--- src/rtl/dmem_bridge.sv ---
// dmem_bridge: converts the MEM stage's single-cycle data-memory request into a
// req/ack transaction on a word-addressed RAM port, stalling the core until the
// transaction completes or times out.
//
// Optional feature macro: DMEM_LASTHIT_EN
//   When defined, adds a one-entry last-access register that serves repeat reads
//   of the most recently completed word with zero stall.
//
// Ports:
//   clock, reset          single clock, synchronous active-high reset
//   dmemaddr/dmemwdata    core byte address (bit 0 ignored) and store data
//   dmemwrite/dmemread    core store / load request
//   dmemrdata             registered load data
//   dmemstall             combinational freeze to the core
//   dmemerr               sticky error (timeout or read+write together)
//   ramaddr/ramwdata      registered RAM word address and store data
//   ramreq/ramwe          registered RAM request and write enable
//   ramrdata/ramack       RAM read data and completion strobe
`timescale 1ns/1ps
module dmem_bridge #(
  parameter int unsigned TIMEOUT = 15
) (
  input  logic        clock,
  input  logic        reset,
  input  logic [15:0] dmemaddr,
  input  logic [15:0] dmemwdata,
  input  logic        dmemwrite,
  input  logic        dmemread,
  output logic [15:0] dmemrdata,
  output logic        dmemstall,
  output logic        dmemerr,
  output logic [14:0] ramaddr,
  output logic [15:0] ramwdata,
  output logic        ramreq,
  output logic        ramwe,
  input  logic [15:0] ramrdata,
  input  logic        ramack
);

  localparam int unsigned CW = 8;
  localparam logic [CW-1:0] TO_LAST = CW'(TIMEOUT - 1);

  typedef enum logic [1:0] {
    S_IDLE = 2'd0,
    S_REQ  = 2'd1,
    S_DONE = 2'd2
  } state_t;

  state_t        state;
  logic [CW-1:0] cnt;
  logic          req_c;
  logic          hit_c;
  logic [15:0]   hit_data_c;
  logic          timeout_c;
  logic          unused_addr0;

  assign unused_addr0 = dmemaddr[0];
  assign req_c        = dmemread | dmemwrite;
  // Ack on the same edge as the timeout wins, so timeout requires no ack.
  assign timeout_c    = (state == S_REQ) & ~ramack & (cnt == TO_LAST);

`ifdef DMEM_LASTHIT_EN
  logic        lh_valid;
  logic [14:0] lh_addr;
  logic [15:0] lh_data;

  // Only a pure read can hit; read+write is a write and always goes to RAM.
  assign hit_c      = (state == S_IDLE) & dmemread & ~dmemwrite & lh_valid &
                      (lh_addr == dmemaddr[15:1]);
  assign hit_data_c = lh_data;

  // Last-access entry: refreshed on every completed transaction, dropped on timeout.
  always_ff @(posedge clock) begin
    if (reset) begin
      lh_valid <= 1'b0;
      lh_addr  <= '0;
      lh_data  <= '0;
    end else if (state == S_REQ) begin
      if (ramack) begin
        lh_valid <= 1'b1;
        lh_addr  <= ramaddr;
        lh_data  <= ramwe ? ramwdata : ramrdata;
      end else if (timeout_c) begin
        lh_valid <= 1'b0;
      end
    end
  end
`else
  assign hit_c      = 1'b0;
  assign hit_data_c = 16'h0000;
`endif

  assign dmemstall = ~reset & (((state == S_IDLE) & req_c & ~hit_c) | (state == S_REQ));

  // Transaction FSM with registered RAM-side and core-side outputs.
  always_ff @(posedge clock) begin
    if (reset) begin
      state     <= S_IDLE;
      ramreq    <= 1'b0;
      ramwe     <= 1'b0;
      ramaddr   <= '0;
      ramwdata  <= '0;
      dmemrdata <= '0;
      dmemerr   <= 1'b0;
      cnt       <= '0;
    end else begin
      case (state)
        S_IDLE: begin
          if (hit_c) begin
            dmemrdata <= hit_data_c;
          end else if (req_c) begin
            ramaddr  <= dmemaddr[15:1];
            ramwdata <= dmemwdata;
            ramwe    <= dmemwrite;
            ramreq   <= 1'b1;
            cnt      <= '0;
            state    <= S_REQ;
            if (dmemread & dmemwrite) dmemerr <= 1'b1;
          end
        end
        S_REQ: begin
          if (ramack) begin
            ramreq <= 1'b0;
            if (!ramwe) dmemrdata <= ramrdata;
            state  <= S_DONE;
          end else if (timeout_c) begin
            ramreq  <= 1'b0;
            dmemerr <= 1'b1;
            if (!ramwe) dmemrdata <= 16'hDEAD;
            state   <= S_DONE;
          end else begin
            cnt <= cnt + CW'(1);
          end
        end
        // Core advances on this edge; the still-present request is ignored.
        S_DONE: state <= S_IDLE;
        default: state <= S_IDLE;
      endcase
    end
  end

endmodule

--- config.mk ---
export PLATFORM = sky130hd
export DESIGN_NAME = dmem_bridge
export DESIGN_NICKNAME = d
export VERILOG_FILES = /design/src/rtl/dmem_bridge.sv
export SDC_FILE = /design/constraint.sdc
export NUM_CORES = 1
export LEC_CHECK = 0
export ABC_CLOCK_PERIOD_IN_PS = 2900
export CORE_UTILIZATION = 35
export DETAILED_ROUTE_END_ITERATION = 10
export PLACE_DENSITY = 0.65
export SLEW_MARGIN = 20
export SYNTH_ARGS = -nofsm -noshare
export SYNTH_HDL_FRONTEND = slang
export SYNTH_SLANG_ARGS = --single-unit
--- constraint.sdc ---
create_clock -name clock -period 2.9 [get_ports clock]
set_input_delay 0.58 -clock clock [delete_from_list [all_inputs] [get_ports clock]]
set_output_delay 0.58 -clock clock [all_outputs]
set_load 0.005 [all_outputs]
; ---- Word-level counts from Yosys, hierarchy flattened
; Cells that the tools add are included.
[classes]
add_sub_neg = 1
eq_ne = 10
n_mux = 21
bitwise_logic = 9
reduce_logical = 9
[ops]
columns = cell, n
row1 = $mux W16, 4
row2 = $mux W8, 3
row3 = $pmux W8 S2, 1
row4 = $ne A2 B2 Y1 const B, 6
row5 = $add A8 B1 Y8 const B, 1
row6 = $eq A8 B4 Y1 const B, 1
row7 = $reduce_and A4 Y1, 2
row8 = $mux W1, 7
row9 = $mux W2, 3
row10 = $and A1 B1 Y1, 5
row11 = $reduce_and A5 Y1, 1
row12 = $pmux W1 S2, 2
row13 = $pmux W2 S2, 1
row14 = $reduce_and A2 Y1, 2
row15 = $reduce_bool A2 Y1, 2
row16 = $ne A3 B3 Y1 const B, 1
row17 = $reduce_and A3 Y1, 1
row18 = $eq A2 B1 Y1 const B, 1
row19 = $logic_not A2 Y1, 1
row20 = $ne A2 B1 Y1 const B, 1
row21 = $not A1 Y1, 2
row22 = $or A1 B1 Y1, 2
[word_totals]
regBits = 60
input_bits = 53
out_inout_bits = 51
wordCells = 58

; ---- Logic depth before layout (Yosys ltp)
[logic_depth]
depth_word = 6
mapped_depth = 7
depth_no_buf = 6

; ---- Worst setup path before layout
; OpenSTA, ideal clock, no wires.
[synth_path]
path_type = in2out
startpoint = in dmemwrite
endpoint = out dmemstall
arrival_time_ps = 1403
required_ps = 2320
slack_ps = 917
path_stages = 4
path_buffers = 1
cell_sequence = or2_2 -> nand2_1 -> clkbuf_1 -> a21oi_1
[synth_between]
elab_chain_len = 4
[synth_lines]
columns = item, line
row1 = "start, declared", 27  ; input logic dmemwrite,
row2 = $or A1 B1 Y1, 58  ; assign req_c = dmemread | dmemwrite;
row3 = $and A1 B1 Y1, 93  ; assign dmemstall = ~reset & (((state == S_IDLE) & req_c & ~hit_c) | (state == S_REQ));
row4 = $or A1 B1 Y1, 93
row5 = $and A1 B1 Y1, 93
row6 = "end, declared", 30  ; output logic dmemstall,
; Every way passes these cells.

; ---- Worst setup path after layout
; Same ends and word-level chain as after synthesis.

==> impl_metrics.env <==
export IMPL_nNetsFinal=416
export IMPL_r2r_start="cnt[4]$_SDFFE_PP0P_"
export IMPL_hp_class="register to register"
export IMPL_synthTopCellsByArea="dfxtp_1, nand2_1, a21oi_1, o221a_2, clkbuf_1"
export IMPL_synth_top_area_frac=0.523
export IMPL_routed_wirelength_mm=5.90
export IMPL_clockRootBuffer="clkbuf_8"
export IMPL_start_util=0.361
export IMPL_drt_vias_per_instance=4.95
export IMPL_grt_pass1_vias=2116
export IMPL_cp_max_fo=4
export IMPL_stdcell_count=443
export IMPL_peakVddDrop_uv=383
export IMPL_ys_ff_latch=60
export IMPL_timing_fmax_mhz=392
export IMPL_hold_start="ramwdata[14]$_SDFFE_PP0P_"
export IMPL_criticalPathCategory="input pin to output pin"
export IMPL_numCtsBuffers=9
export IMPL_async_flop_share=0
export IMPL_dieHeight_um=83.0
export IMPL_r2r_cells=4
export IMPL_synth_cells=260
export IMPL_finalHoldViolCount=0
export IMPL_synth_net_count=315
export IMPL_crit_arrival_ps=1970
export IMPL_clk_latency_ps=340
export IMPL_period_share=0.880
export IMPL_drv_slew=0
export IMPL_antenna_found_initial=0
export IMPL_postSynthAreaPerCell_um2=8.83
export IMPL_status="completed"
export IMPL_r2r_end="dmemrdata[2]$_SDFFE_PP0P_"
export IMPL_holdPathStages=2
export IMPL_skew_ps=7.56
export IMPL_clock_path_buffers=2
export IMPL_synth_edf_count=0
export IMPL_end_kind="output pin"
export IMPL_clkSinkCount=60
export IMPL_wl_per_cell_um=13.3
export IMPL_routabilityCongestion=0.742
export IMPL_grt_overflow_total=0
export IMPL_slew_limit_headroom=0.620
export IMPL_rows=29
export IMPL_fin_setup_tns_ps=0
export IMPL_core_um2=6350
export IMPL_worst_hold_path_endpoint="ramwdata[14]$_SDFFE_PP0P_"
export IMPL_period_minus_slack_ps=2550
export IMPL_grt_max_degree=47
export IMPL_syn2layout_area_growth_pct=56.5
export IMPL_worst_slew_pin_slew_ps=568
export IMPL_first_pass_iters=5
export IMPL_cts_hold_buffers_added=0
export IMPL_cts_tree="yes"
export IMPL_grt_pass1_wl_mm=9.77
export IMPL_path_clk_slew_ps=70
export IMPL_p_per_area_nw_per_um2=577
export IMPL_setup_viol=0
export IMPL_cts_repair_resized=0
export IMPL_drive_gt1_frac=0.112
export IMPL_die_width_um=83.0
export IMPL_dpl_cell_area_um2=3370
export IMPL_synth_top_cell_by_area="dfxtp_1"
export IMPL_grt_usage=0.178
export IMPL_cp_required_ps=2320
export IMPL_hold_slack_ps=453
export IMPL_io_pins=104
export IMPL_synthTopCellsByCount="nand2_1, dfxtp_1, a21oi_1"
export IMPL_final_cell_area_um2=3590
export IMPL_synthFlopType="dfxtp_1"
export IMPL_synth_cell_area_um2=2290
export IMPL_dp_cells=427
export IMPL_setup_worst_path_start_class="input pin"
export IMPL_yosysSeqAreaShare=0.523
export IMPL_rsz0062_at_grt="false"
export IMPL_yosysWarningCount=0
export IMPL_drtAntennaViolNets=0
export IMPL_leakagePower_nw=1.32
export IMPL_drc=0
export IMPL_die_area_um2=6880
export IMPL_rrSetupSlack_ps=980
export IMPL_maxCapViolCount=0
export IMPL_ys_types=37
export IMPL_vias=2195
export IMPL_dp_hpwl_mm=4.06
export IMPL_portBuffers=102
export IMPL_cts_htree_levels=3
export IMPL_yosysMostFrequentCell="nand2_1"
export IMPL_drt_iter0_markers=87
export IMPL_antennaDiodeCount=0
export IMPL_postCtsSetupBuffers=0
-- how the worst max path moves through the flow --
stage                          from        end  slack (ps)  cells after the start
final                     dmemwrite  dmemstall         350                      5
after global routing      dmemwrite  dmemstall         270                      5
after CTS                 dmemwrite  dmemstall         330                      5
after detailed placement  dmemwrite  dmemstall         340                      5
after global placement    dmemwrite  dmemstall         350                      5
after floorplan           dmemwrite  dmemstall         920                      4
-- logic make-up (layout without fill, tap and decap cells) --
| kind of cell | Yosys count | after routing | share of synthesized area |
|---|---|---|---|
| adders and majority gates | 2 | 2 | 0.0109 |
| and+or+nand+nor | 107 | 107 | 0.227 |
| xor gates and xnor gates | 2 | 2 | 0.00763 |
| DFF | 60 | 60 | 0.523 |
| buffers and inverters | 17 | 123 | 0.0294 |
| muxes | 1 | 1 | 0.00436 |
| AOI/OAI and AO/OA | 71 | 71 | 0.197 |
-- layer usage --
metal,global-route usage,up-vias,wire [µm]
met5,0,-,0
met4,0.0705,0,84
met3,0.0885,10,549
met2,0.274,80,2710
met1,0.210,988,2550
li1,-,1117,-
-- sequential cells by signal (all words and copies together), names as in the netlist --
name       flops
ramwe          1
dmemerr        1
state          2
ramreq         1
dmemrdata     16
ramwdata      16
ramaddr       15
cnt            8
-- power breakdown --
group	internal, mW	switching, mW
registers	0.879	0.0300
clock network	0.503	0.320
logic	0.200	0.141
-- worst max-delay path, cell delays in order --
cell,delay (ps)
clkdlybuf4s50_1,450
or2_2,330
nand2_1,80
a21oi_1,60
clkdlybuf4s50_1,470
-- stage by stage --
stage	setup WS [ps]	power [mW]	util
detailed placement	344	1.27	0.531
finish	347	2.07	0.566
global placement	351	1.27	0.531
global route	269	2.18	0.566
CTS	331	2.10	0.566
floorplan	917	1.06	-
-- layout make-up --
cell class                 count  area (µm²)
inverter                       2        7.51
clock buffer                  11         141
sequential                    60        1200
clock inverter                 5        75.1
fill                         566        2760
timing repair buffer         105        1040
tap                           77        96.3
multi-input combinational    183        1030
-- cell usage in the layout, fill, tap and decap left out --
cell type	synthesis	layout
clkdlybuf4s50_1	0	102
nand2_1	71	71
dfxtp_1	60	60
a21oi_1	42	42
o221a_2	11	11
clkbuf_8	0	10
o21ai_0	8	8
nand3_1	5	5
nand4_1	4	4
nor3_1	4	4
nor2_1	3	3
o31ai_1	3	3
or4_1	3	3
clkinv_2	0	3
buf_4	1	3
inv_1	2	2
or2_2	2	2
or4_4	2	2
and2_1	2	2
and4_1	2	2
xor2_1	2	2
a21boi_0	2	2
ha_1	2	2
bufinv_16	0	2
or2b_4	1	1
o21ba_2	1	1
nor2_2	1	1
nor3b_1	1	1
or3_2	1	1
nand2_2	1	1
nor4_4	1	1
a21boi_1	1	1
or2b_2	1	1
mux2i_1	1	1
nand4b_1	1	1
nand3b_1	1	1
a21oi_2	1	1
o21a_1	1	1
a22oi_1	1	1
clkbuf_1	13	1
Note: power is estimated with default switching activity, not from simulation.
